File: src/rtl/keypad_pkg.sv
// Shared constants, scan state encoding and key-image helpers
// for the 4x4 matrix keypad scanner.
package keypad_pkg;

  localparam int NROW  = 4;
  localparam int NCOL  = 4;
  localparam int IMG_W = NROW * NCOL;

  typedef enum logic [1:0] {
    S_DRIVE0,
    S_DRIVE1,
    S_DRIVE2,
    S_DRIVE3
  } scan_state_e;

  // Indexed by image bit 4*col+row, row0 at the top.
  localparam logic [3:0] KEY_MAP [IMG_W] = '{
    4'h1, 4'h4, 4'h7, 4'h0,
    4'h2, 4'h5, 4'h8, 4'hF,
    4'h3, 4'h6, 4'h9, 4'hE,
    4'hA, 4'hB, 4'hC, 4'hD
  };

  function automatic logic is_single(
    input logic [IMG_W-1:0] img
  );
    return (img != '0) &&
           ((img & (img - IMG_W'(1))) == '0);
  endfunction

  function automatic logic [3:0] key_of(
    input logic [IMG_W-1:0] img
  );
    logic [3:0] k;
    k = '0;
    for (int i = IMG_W - 1; i >= 0; i--) begin
      if (img[i]) k = KEY_MAP[i];
    end
    return k;
  endfunction

endpackage

File: src/rtl/keypad_debounce.sv
// Whole-image debouncer: the image must repeat DEB_SCANS
// times in a row before it replaces the debounced image.
module keypad_debounce #(
  parameter int W         = 16,
  parameter int DEB_SCANS = 4
) (
  input  logic         clk,
  input  logic         rst,
  input  logic [W-1:0] image,
  input  logic         strobe,
  output logic [W-1:0] debounced,
  output logic         update
);

  localparam int SW = $clog2(DEB_SCANS + 1);
  localparam logic [SW-1:0] SMAX = SW'(DEB_SCANS);

  logic [W-1:0]  prev_q, prev_d;
  logic [W-1:0]  deb_q, deb_d;
  logic [SW-1:0] stable_q, stable_d;
  logic          load_q, load_d;
  logic          upd_q, upd_d;

  always_comb begin
    prev_d   = prev_q;
    stable_d = stable_q;
    deb_d    = deb_q;
    load_d   = 1'b0;
    upd_d    = load_q;
    if (load_q) deb_d = prev_q;
    if (strobe) begin
      if (image == prev_q) begin
        // Load fires only on the step into SMAX, not while saturated
        if (stable_q != SMAX) begin
          stable_d = stable_q + SW'(1);
          load_d   = (stable_d == SMAX);
        end
      end else begin
        stable_d = '0;
        prev_d   = image;
      end
    end
  end

  always_ff @(posedge clk) begin
    if (rst) begin
      prev_q   <= '0;
      deb_q    <= '0;
      stable_q <= '0;
      load_q   <= 1'b0;
      upd_q    <= 1'b0;
    end else begin
      prev_q   <= prev_d;
      deb_q    <= deb_d;
      stable_q <= stable_d;
      load_q   <= load_d;
      upd_q    <= upd_d;
    end
  end

  assign debounced = deb_q;
  assign update    = upd_q;

endmodule

File: src/rtl/keypad_scanner_4x4.sv
// 4x4 active-low keypad scanner with debounce, single-key
// press events and a four-digit hex entry shift register.
module keypad_scanner_4x4
  import keypad_pkg::*;
#(
  parameter int CPS       = 25000,
  parameter int DEB_SCANS = 4
) (
  input  logic        clk,
  input  logic        rst,
  input  logic [3:0]  row_n,
  output logic [3:0]  col_n,
  input  logic        clear,
  output logic        key_valid,
  output logic [3:0]  key_code,
  output logic        key_held,
  output logic [15:0] entry_value
);

  localparam int CW = $clog2(CPS);
  localparam logic [CW-1:0] CNT_MAX = CW'(CPS - 1);

  logic [NROW-1:0]  row_s1_q, row_s1_d;
  logic [NROW-1:0]  row_s2_q, row_s2_d;

  scan_state_e      state_q, state_d;
  logic [CW-1:0]    cnt_q, cnt_d;
  logic [NCOL-1:0]  col_n_q, col_n_d;
  logic [IMG_W-1:0] scan_q, scan_d;
  logic             scan_end_q, scan_end_d;
  logic             wrap;
  logic [1:0]       col_idx;

  logic [IMG_W-1:0] deb;
  logic             deb_upd;
  logic [IMG_W-1:0] deb_last_q, deb_last_d;
  logic             evt;

  logic             key_valid_q, key_valid_d;
  logic [3:0]       key_code_q, key_code_d;
  logic             key_held_q, key_held_d;
  logic [15:0]      entry_q, entry_d;

  always_comb begin
    row_s1_d = row_n;
    row_s2_d = row_s1_q;
  end

  // Scan FSM: state register
  always_ff @(posedge clk) begin
    if (rst) begin
      row_s1_q   <= 4'hF;
      row_s2_q   <= 4'hF;
      state_q    <= S_DRIVE0;
      cnt_q      <= '0;
      col_n_q    <= 4'b1110;
      scan_q     <= '0;
      scan_end_q <= 1'b0;
    end else begin
      row_s1_q   <= row_s1_d;
      row_s2_q   <= row_s2_d;
      state_q    <= state_d;
      cnt_q      <= cnt_d;
      col_n_q    <= col_n_d;
      scan_q     <= scan_d;
      scan_end_q <= scan_end_d;
    end
  end

  // Scan FSM: next state
  always_comb begin
    wrap    = (cnt_q == CNT_MAX);
    state_d = state_q;
    cnt_d   = cnt_q + CW'(1);
    if (wrap) begin
      cnt_d   = '0;
      state_d = scan_state_e'(2'(state_q + 2'd1));
    end
  end

  // Scan FSM: outputs
  always_comb begin
    col_idx    = state_q;
    col_n_d    = col_n_q;
    scan_d     = scan_q;
    scan_end_d = 1'b0;
    if (wrap) begin
      col_n_d = ~(4'b0001 << state_d);
      scan_d[{col_idx, 2'b00} +: NROW] = ~row_s2_q;
      scan_end_d = (state_q == S_DRIVE3);
    end
  end

  keypad_debounce #(
    .W         (IMG_W),
    .DEB_SCANS (DEB_SCANS)
  ) u_debounce (
    .clk       (clk),
    .rst       (rst),
    .image     (scan_q),
    .strobe    (scan_end_q),
    .debounced (deb),
    .update    (deb_upd)
  );

  // A press counts only when leaving the all-released image
  always_comb begin
    evt         = deb_upd && (deb_last_q == '0) && is_single(deb);
    deb_last_d  = deb;
    key_valid_d = evt;
    key_code_d  = key_code_q;
    key_held_d  = |deb;
    entry_d     = entry_q;
    if (evt) begin
      key_code_d = key_of(deb);
      entry_d    = {entry_q[11:0], key_of(deb)};
    end
    if (clear) entry_d = '0;
  end

  always_ff @(posedge clk) begin
    if (rst) begin
      deb_last_q  <= '0;
      key_valid_q <= 1'b0;
      key_code_q  <= '0;
      key_held_q  <= 1'b0;
      entry_q     <= '0;
    end else begin
      deb_last_q  <= deb_last_d;
      key_valid_q <= key_valid_d;
      key_code_q  <= key_code_d;
      key_held_q  <= key_held_d;
      entry_q     <= entry_d;
    end
  end

  assign col_n       = col_n_q;
  assign key_valid   = key_valid_q;
  assign key_code    = key_code_q;
  assign key_held    = key_held_q;
  assign entry_value = entry_q;

endmodule

File: config.mk
export PLATFORM = sky130hd
export DESIGN_NAME = keypad_scanner_4x4
export DESIGN_NICKNAME = d
export VERILOG_FILES = /design/src/rtl/keypad_pkg.sv /design/src/rtl/keypad_debounce.sv /design/src/rtl/keypad_scanner_4x4.sv
export SDC_FILE = /design/constraint.sdc
export NUM_CORES = 1
export LEC_CHECK = 0
export ABC_AREA = 1
export BUFFER_PORTS_ARGS = -buffer_cell sky130_fd_sc_hd__buf_2
export CORE_MARGIN = 2
export CORE_UTILIZATION = 32
export DETAILED_ROUTE_END_ITERATION = 8
export PLACE_DENSITY = 0.48
export SLEW_MARGIN = 40
export SYNTH_ARGS = -nofsm -noshare
export SYNTH_HDL_FRONTEND = slang
export SYNTH_SLANG_ARGS = --single-unit
export TNS_END_PERCENT = 50
File: constraint.sdc
create_clock -name clk -period 1.9 [get_ports clk]
set_input_delay 0.38 -clock clk [delete_from_list [all_inputs] [get_ports clk]]
set_output_delay 0.38 -clock clk [all_outputs]
set_load 0.03 [all_outputs]
==> reports/qor.yml, run 1 <==
status: "finished clean"
ant_nets: 0
worstSetupEndpointType: "flop"
multi_input_area_mm2: 0.00249
synth_edf_count: 0
fill_cells: 1656
rows: 46
whs_ns: 0.145
hold_path_class: "in2reg"
power_density_mw_per_mm2: 901
htree_num_levels: 4
slowest_delay_ns: 0.35
grt_start_max_net_pins: 29
synthArstFlopShare: 0
period_share: 0.942
grt_pass1_wl_mm: 19.5
track_usage: 0.139
path_cells: "nor2_4 -> nand2_2 -> nor2_4 -> nor2_1 -> nor2_1 -> nand3_2 -> nor2_4 -> nand2_4 -> nand2_1 -> nand2_1 -> nor2_1"
nets: 789
gp_congestion: 0.879
start_kind: "flop"
grt.overflow.total: 0
die_h_um: 132
seq_area_frac_synth: 0.464
slew_viol_final: 0
ctsRootBufferMaster: "clkbuf_16"
synth_area_leaders: "dfxtp_1, nor2_1, nand2_1"
critPathTopFamily: "simple AND/OR/NAND/NOR gates"
cts.sinks: 121
synthFlopType: "dfxtp_1"
clockBufferDepth: 2
grt_pass1_vias: 4171
clock_latency_ns: 0.41
clock_skew_ns: 0.00949
core_area_mm2: 0.0159
synth.distinct_cells: 32
n_antenna_cell: 0
critPathKind: "reg2reg"
clkSlewWorstSetupHoldPaths_ns: 0.06
rsz0062_at_grt: "true"
critPathSlowestCell: "dfxtp_2"
yosysWarnings: 0
tightest_slew_ns: 0.682
syn_nets: 728
seq_area_mm2: 0.00243
synth-seq-cells: 121
die-area_mm2: 0.0173
setup-tns-final_ns: 0
max_slew_margin: 0.545
avgSynthCellArea_um2: 7.34
drtIter0Drc: 177
max_freq_mhz: 558
cts_tree: "built"
start_util: 0.328
path_buf_inv: 0
final_hold_viol_count: 0
leakage_uw: 0.00291
routedWlPerCell_um: 11.8
arrival_ns: 2.15
vias: 4477
yosysTopAreaCell: "dfxtp_1"
routed_via_density: 4.47
dp_hpwl_mm: 8.64
port_buffers: 32
crit_required_ns: 2.26
ctsHoldBuffers: 0
drive_gt1_frac: 0.192
fin_crit_ns: 1.79
crit_fanout: 7
cts_buffers: 17
maxCapViolCount: 0
setup_viol: 0
antenna_found_initial: 0
drc_errors: 0
yosysTopAreaCellShare: 0.464
syn_inst: 711
synthToLayoutAreaGrowth_pct: 24.3
first_pass_iters: 4
synth_area_mm2: 0.00522
die_x_um: 132
ir_worst_vdd_uv: 551
routed_wl_mm: 11.8
io-pin-count: 33
## per-stage QoR
stage,cells,utilization,total power [uW],setup WS [ns],cell area [um2]
2_1_floorplan,711,-,2670,0.121,5220
3_3_place_gp,955,0.356,2700,0.0520,5650
3_5_place_dp,955,0.356,2700,0.00476,5660
4_1_cts,987,0.394,5930,0.0227,6260
5_1_grt,1001,0.408,6060,-0.0640,6480
6_report,1001,0.408,5840,0.109,6480
## final timing paths
kind / start / to / slack [ns] / depth (start not counted)
hold / removal: row_n[0] / row_s1_q[0]$_SDFF_PP1_ / 0.15 / 2
setup / recovery: u_debounce.debounced[3]$_SDFFE_PP0P_ / entry_value[8]$_SDFFE_PP0P_ / 0.11 / 11
hold reg to reg: row_s1_q[2]$_SDFF_PP1_ / row_s2_q[2]$_SDFF_PP1_ / 0.41 / 1
setup reg to reg: u_debounce.debounced[3]$_SDFFE_PP0P_ / entry_value[8]$_SDFFE_PP0P_ / 0.11 / 11
## repair_timing
| action | CTS | global route |
|---|---|---|
| buffers inserted | 0 | 11 |
| pin swaps | 0 | 11 |
| resized for setup | 3 | 41 |
| endpoints found under the setup margin | 2 | 37 |
| gates cloned | 0 | 3 |
| hold endpoints to repair | 0 | 0 |
## logic make-up (layout without fill, tap and decap cells)
kind of cell	count (synthesis)	after routing	share of synthesized area
xor+xnor	18	18	0.0302
flops	121	121	0.464
simple gates	334	337	0.277
fa+ha+maj	10	10	0.0240
buf+inv	108	179	0.0842
compound gates	120	120	0.121
## report_power, final
part	switching [uW]	internal [uW]	total (uW)
logic	53.3	30.9	84.2
registers	7.06	2550	2560
clock network	1190	2010	3200
## cell usage after synthesis (10+ instances only)
cell type  instances
dfxtp_1          121
clkbuf_1          14
o21ai_0           47
a21oi_1           63
nand2_1          125
nand4_1           13
or2_2             10
nor2_1           134
xnor2_1           14
nand3_1           19
ha_1              10
inv_1             86
## placed cells by master, fill, tap and decap left out, types with 2 or more instances in the layout
cell and instances:
clkinvlp_4 4, nor3_1 5, nor2_4 7, o21ai_1 5
nor2_1 123, clkbuf_8 2, inv_2 3, nand4_1 13
clkinv_2 2, clkbuf_16 17, clkinv_4 4, or2_2 10
nand3_1 17, a21oi_1 63, nand2_1 119, xnor2_1 14
nand3b_1 6, nand2_2 11, bufinv_16 2, ha_1 9
nor2_2 12, dfxtp_1 116, o22ai_1 2, inv_6 2
nor3b_1 3, xor2_1 4, dfxtp_2 5, nand3_2 3
inv_1 85, nand2_4 4, buf_4 25, buf_2 32
o21ai_0 41, o22a_1 6
## area by class of cell
cell class | instances | area share
Multi-Input combinational cell | 485 | 0.384
Tap cell | 216 | 0.0417
Clock buffer | 19 | 0.0699
Timing Repair Buffer | 58 | 0.0554
Clock inverter | 13 | 0.0224
Sequential cell | 121 | 0.375
Inverter | 89 | 0.0521
## routing by layer
metal,vias up,wire length [um],track usage
met4,0,253,0.0749
li1,2386,-,-
met1,2001,5400,0.162
met2,72,5780,0.235
met5,-,0,0
met3,18,365,0.0355
## flip-flops by register name, indices dropped and copies added, names as in the netlist, 15 cells and up
name                  count
deb_last_q               16
entry_value              16
scan_q                   16
u_debounce.debounced     16
u_debounce.prev_q        16
cnt_q                    15
No activity file was read; power rests on OpenSTA's default activity.
==> run 2, diff against run 1 <==
--- a/config.mk
+++ b/config.mk
@@ -8,8 +8,9 @@
 export ABC_AREA = 1
 export BUFFER_PORTS_ARGS = -buffer_cell sky130_fd_sc_hd__buf_2
+export CAP_MARGIN = 0
 export CORE_MARGIN = 2
-export CORE_UTILIZATION = 32
+export CORE_UTILIZATION = 54
 export DETAILED_ROUTE_END_ITERATION = 8
-export PLACE_DENSITY = 0.48
+export PLACE_DENSITY = 0.74
 export SLEW_MARGIN = 40
 export SYNTH_ARGS = -nofsm -noshare
==> constraint.sdc (replaced) <==
create_clock -name clk -period 1.9 [get_ports clk]
set_input_delay 0.285 -clock clk [delete_from_list [all_inputs] [get_ports clk]]
set_output_delay 0.285 -clock clk [all_outputs]
set_load 0.03 [all_outputs]
==> run 2 against run 1 <==
Effect of this change: clock skew up 0.0014 ns; worst hold slack worse by 0.021 ns; final cell count down 9.1%; count of clock-buffer cells in the layout down 1; via count up 2.8%; setup slack worse by 0.044 ns; core utilization up 28 points; sequential power about the same.
==> reports/qor.yml, run 2 (synthesis gave the netlist of run 1 again) <==
power_frac_clock: 0.553  # +0.005
leakage_uw: 0.00292  # +0.22%
clockBufferDepth: 2  # unchanged
routed_wl_mm: 11.7  # -1.1%
ir_worst_vdd_uv: 612  # +11%
final_util: 0.688  # +0.280
p_seq_frac: 0.432  # -0.006
setup_viol: 0  # unchanged
drc_errors: 0  # unchanged
start_kind: "flop"
max_freq_mhz: 545  # -2.4%
gp_congestion: 0.938  # +6.7%
drtIter0Drc: 169  # -4.5%
synthToLayoutAreaGrowth_pct: 23.0
htree_num_levels: 4  # unchanged
drive_gt1_frac: 0.191  # -0.00158
ant_nets: 0  # unchanged
io-pin-count: 33  # unchanged
clock_skew_ns: 0.0109  # +0.00144 ns
layout_common_cells: "nor2_1, nand2_1, dfxtp_1"
vias: 4601  # +2.8%
nets: 786  # -0.38%
multi_input_area_mm2: 0.00249  # +0.20%
hold_path_class: "in2reg"
crit_fanout: 7  # unchanged
finalInstanceArea_mm2: 0.00642  # -1.0%
rows: 35  # -24%
period_share: 0.965  # +0.0230
max_slew_margin: 0.424  # -0.121
die-area_mm2: 0.0105  # -40%
slew_viol_final: 0  # unchanged
arrival_ns: 2.25  # +0.10 ns
crit_required_ns: 2.31  # +0.05 ns
routed_via_density: 5.06  # +13%
dp_hpwl_mm: 7.74  # -10%
fin_crit_ns: 1.83  # +0.0437 ns
switchingPower_uw: 1190  # -5.0%
final_hold_viol_count: 0  # unchanged
grt_start_max_net_pins: 30  # +3.4%
cts.sinks: 121  # unchanged
core_area_mm2: 0.00933  # -41%
status: "finished clean"
worstSetupEndpointType: "flop"
tightest_slew_ns: 0.861  # +0.179 ns
rsz0062_at_grt: "true"
critPathKind: "reg2reg"
place_area_mm2: 0.00552  # -2.4%
die_h_um: 102  # -22%
seq_area_mm2: 0.00244  # +0.31%
cts_tree: "built"
grt_pass1_vias: 4152  # -0.46%
swShare: 0.201  # -0.0134
use_met3: 0.0575  # +0.0220
grt.overflow.total: 0  # unchanged
power_density_mw_per_mm2: 922  # +2.4%
n_antenna_cell: 0  # unchanged
track_usage: 0.227  # +0.0877
met1_usage: 0.280  # +0.118
clkSlewWorstSetupHoldPaths_ns: 0.06  # about the same
cts_buffers: 17  # unchanged
whs_ns: 0.124  # -0.0207 ns
clock_latency_ns: 0.52  # +0.11 ns
routedWlPerCell_um: 12.8  # +8.8%
start_util: 0.559  # +0.231
grt_pass1_wl_mm: 18.7  # -4.2%
antenna_found_initial: 0  # unchanged
place_inst: 863  # -9.6%
die_x_um: 102  # -22%
final_common_cell: "nor2_1"
grt-busiest-layer: "met2"
maxCapViolCount: 0  # unchanged
fill_cells: 769  # -54%
layout.cells.non_filler: 910  # -9.1%
combPwrFrac: 0.014  # about the same
grt_use_met2: 0.381  # +0.146
first_pass_iters: 5  # +1
port_buffers: 32  # unchanged
ctsRootBufferMaster: "clkbuf_8"
internal_power_uw: 4730  # +3.0%
setup-tns-final_ns: 0  # unchanged
-- run 2: changes by cell type in the layout (fill, tap and decap cells not counted), sizes merged --
cell         previous run  this run
buf                    58        51
clkinv                  6         7
bufinv                  2         4
clkinvlp                4         3
clkbuf                 19        18
dlygate4sd3             0         4
inv                    90        88
-- run 2: timing repair --
item	4_1_cts	5_1_grt
hold buffers	4	0
hold endpoints to repair	4	0
buffers inserted	0	9
resized for setup	0	49
setup endpoints to repair	0	45
-- run 2: layout make-up --
| cell class | count | area share |
|---|---|---|
| inverters | 89 | 0.0527 |
| repair buffers | 55 | 0.0593 |
| well taps | 129 | 0.0252 |
| clock inverters | 13 | 0.0277 |
| flip-flops and latches | 121 | 0.380 |
| multi-input cells | 485 | 0.389 |
| clock buffers | 18 | 0.0667 |
-- run 2: worst paths after layout --
| check | slack (ns) | end | start | cells after the start |
|---|---|---|---|---|
| setup / recovery | 0.07 | entry_value[9]$_SDFFE_PP0P_ | u_debounce.debounced[4]$_SDFFE_PP0P_ | 13 |
| hold / removal | 0.12 | u_debounce.stable_q[1]$_SDFFE_PP0P_ | rst | 2 |
| setup reg to reg | 0.07 | entry_value[9]$_SDFFE_PP0P_ | u_debounce.debounced[4]$_SDFFE_PP0P_ | 13 |
| hold reg to reg | 0.41 | row_s2_q[2]$_SDFF_PP1_ | row_s1_q[2]$_SDFF_PP1_ | 1 |
-- run 2: layer usage --
metal / vias to the layer above / part of all wire / wire length, um
met5: - / 0 / 0
met4: 0 / 0.026 / 302
met3: 29 / 0.039 / 451
met2: 96 / 0.49 / 5670
met1: 2098 / 0.45 / 5260
li1: 2378 / - / -
-- run 2: critical path, cell delays in order (launching register included) --
cell and delay [ns]:
dfxtp_4 0.36, nor2_4 0.14, nand2_2 0.08, nor2_4 0.17, nand2_2 0.08, nand2_2 0.07, nand2_2 0.07, nor2_4 0.11
nand2_2 0.07, nor2_4 0.12, buf_12 0.14, nand2_2 0.13, nor2_1 0.14, nor2_1 0.06
-- run 2: power by group through the flow --
stage | logic (uW) | clock network (uW) | registers (uW)
after CTS | 83.5 | 3310 | 2560
after global routing | 98.1 | 3450 | 2560
final | 85.6 | 3270 | 2560
after global placement | 75.1 | 0 | 2610
after floorplan | 60.0 | 0 | 2610
after detailed placement | 76.4 | 0 | 2610
-- run 2: stage by stage --
step / worst slack [ns] / total power (uW)
2_1_floorplan: 0.121 / 2670
3_3_place_gp: 0.111 / 2690
3_5_place_dp: 0.0435 / 2690
4_1_cts: 0.0297 / 5950
5_1_grt: -0.163 / 6100
6_report: 0.0657 / 5920
==> run 3, diff against run 2 <==
CELL_PAD_IN_SITES_DETAIL_PLACEMENT = 0   (was default)
CELL_PAD_IN_SITES_GLOBAL_PLACEMENT = 1   (was default)
CORE_UTILIZATION = 40   (was 54)
==> run 3 against run 2 <==
Effect of this change: count of clock-buffer cells in the layout increased by 8; wire length up 3.7%; core utilization is 18 points lower; critical path type unchanged; largest cell class unchanged; largest power group unchanged.
==> reports/qor.yml, run 3 (synthesis gave the netlist of run 1 again) <==
status: "finished clean"
port_buffers: 32  # unchanged
slew_viol_final: 0  # unchanged
htree_num_levels: 4  # unchanged
drc_errors: 0  # unchanged
grt_pass1_vias: 4352  # +4.8%
reg2reg_depth: 13  # unchanged
antenna_found_initial: 0  # unchanged
grt.overflow.total: 0  # unchanged
dp_hpwl_mm: 8.77  # +13%
arrival_ns: 2.09  # -0.16 ns
synthToLayoutAreaGrowth_pct: 23.9
start_kind: "flop"
ir_worst_vdd_uv: 697  # +14%
clock_skew_ns: 0.00920  # -0.00173 ns
drive_gt1_frac: 0.188  # -0.00328
holdCritStartpoint: "row_n[2]"
routedWlPerCell_um: 12.7  # -1.3%
cts.sinks: 121  # unchanged
nets: 788  # +0.25%
hold_path_end: "row_s1_q[2]$_SDFF_PP1_"
leakage_uw: 0.00293  # +0.32%
setup_viol: 0  # unchanged
place_inst: 912  # +5.7%
fin_crit_ns: 1.79  # -0.0479 ns
whs_ns: 0.0560  # -0.0684 ns
core_area_mm2: 0.0127  # +36%
io-pin-count: 33  # unchanged
ctsRootBufferMaster: "clkbuf_16"
clkSlewWorstSetupHoldPaths_ns: 0.05  # about the same
r2r-start: "u_debounce.debounced[4]$_SDFFE_PP0P_"
clockBufferDepth: 2  # unchanged
clock_latency_ns: 0.41  # -0.11 ns
grt_pass1_wl_mm: 19.9  # +6.9%
final_hold_viol_count: 0  # unchanged
crit_fanout: 7  # unchanged
maxCapViolCount: 0  # unchanged
die_x_um: 118  # +16%
die_h_um: 118  # +16%
period_share: 0.940  # -0.0252
vias: 4546  # -1.2%
rows: 41  # +17%
ant_nets: 0  # unchanged
layout.cells.non_filler: 956  # +5.1%
cts_buffers: 17  # unchanged
max_freq_mhz: 560  # +2.7%
routed_wl_mm: 12.1  # +3.7%
worst_slack_ns: 0.114  # +0.0479 ns
routed_via_density: 4.76  # -5.9%
worstSetupEndpointType: "flop"
dpl_worst_slack_ns: -0.0423  # -0.0858 ns
first_pass_iters: 4  # -1
grt_start_max_net_pins: 33  # +10%
layout_common_cells: "nor2_1, nand2_1, dfxtp_1"
tightest_slew_ns: 0.527  # -0.334 ns
start_util: 0.412  # -0.148
fill_cells: 1250  # +63%
track_usage: 0.178  # -0.0488
crit_required_ns: 2.21  # -0.10 ns
max_slew_margin: 0.649  # +0.225
hold_path_class: "in2reg"
drtIter0Drc: 271  # +60%
hold_depth: 2  # unchanged
regToRegSetupSlack_ns: 0.11  # +0.05 ns
place_area_mm2: 0.00561  # +1.6%
power_density_mw_per_mm2: 927  # +0.52%
finalInstanceArea_mm2: 0.00646  # +0.76%
worstReg2RegEnd: "entry_value[11]$_SDFFE_PP0P_"
critPathKind: "reg2reg"
final_common_cell: "nor2_1"
cts_tree: "built"
n_antenna_cell: 0  # unchanged
die-area_mm2: 0.0140  # +34%
gp_congestion: 0.836  # -11%
final_util: 0.510  # -0.178
-- run 3: per-stage QoR --
| stage | total power, uW | TNS [ns] |
|---|---|---|
| after floorplan | 2670 | 0 |
| after global placement | 2690 | 0 |
| after detailed placement | 2690 | -0.0440 |
| after CTS | 6060 | 0 |
| after global routing | 6190 | -0.185 |
| final | 5990 | 0 |
-- run 3: area by class of cell --
cell class,instances,area (um2),area share
Sequential cell,121,2430,0.376
Clock buffer,26,519,0.0803
Clock inverter,6,109,0.0168
Tap cell,172,215,0.0333
Inverter,89,334,0.0517
Multi-Input combinational cell,485,2490,0.385
Timing Repair Buffer,57,368,0.0569
-- run 3: how the worst max path moves through the flow --
stage / startpoint / endpoint / cells after the start
global route: cnt_q[0]$_SDFF_PP0_ / cnt_q[9]$_SDFF_PP0_ / 8
floorplan: col_idx[0]$_SDFF_PP0_ / scan_q[10]$_SDFFE_PP0P_ / 8
CTS: u_debounce.prev_q[1]$_SDFFE_PP0P_ / u_debounce.prev_q[4]$_SDFFE_PP0P_ / 8
finish: u_debounce.debounced[4]$_SDFFE_PP0P_ / entry_value[11]$_SDFFE_PP0P_ / 13
global placement: u_debounce.prev_q[0]$_SDFFE_PP0P_ / u_debounce.prev_q[4]$_SDFFE_PP0P_ / 8
detailed placement: cnt_q[0]$_SDFF_PP0_ / cnt_q[14]$_SDFF_PP0_ / 12
-- run 3: per-layer routing --
layer,GRT usage,part of all wire
met5,0,0
met4,0.0678,0.016
met3,0.0536,0.033
met2,0.300,0.49
met1,0.213,0.46
-- run 3: report_power, final --
| part | leakage, uW | internal (uW) | switching, uW |
|---|---|---|---|
| logic | 0.00164 | 28.9 | 51.3 |
| clock network | 0.000311 | 2270 | 1080 |
| registers | 0.000980 | 2550 | 7.28 |
| total | 0.00293 | 4850 | 1140 |
-- run 3: worst max-delay path, cell delays in order (launching register included) --
cell	delay (ns)
dfxtp_2	0.34
nor2_4	0.15
nand2_2	0.09
nor2_4	0.18
nand2_2	0.08
nand2_2	0.08
inv_2	0.05
nor2_4	0.11
nand2_2	0.07
nor2_4	0.15
buf_4	0.13
nand2_2	0.11
nor2_1	0.11
nor2_1	0.05
-- run 3: repair_timing --
action	CTS	global route
setup endpoints to repair	3	41
gates resized for setup	2	37
cloned	0	3
pin swaps	0	13
hold buffers	0	0
setup buffers	0	9
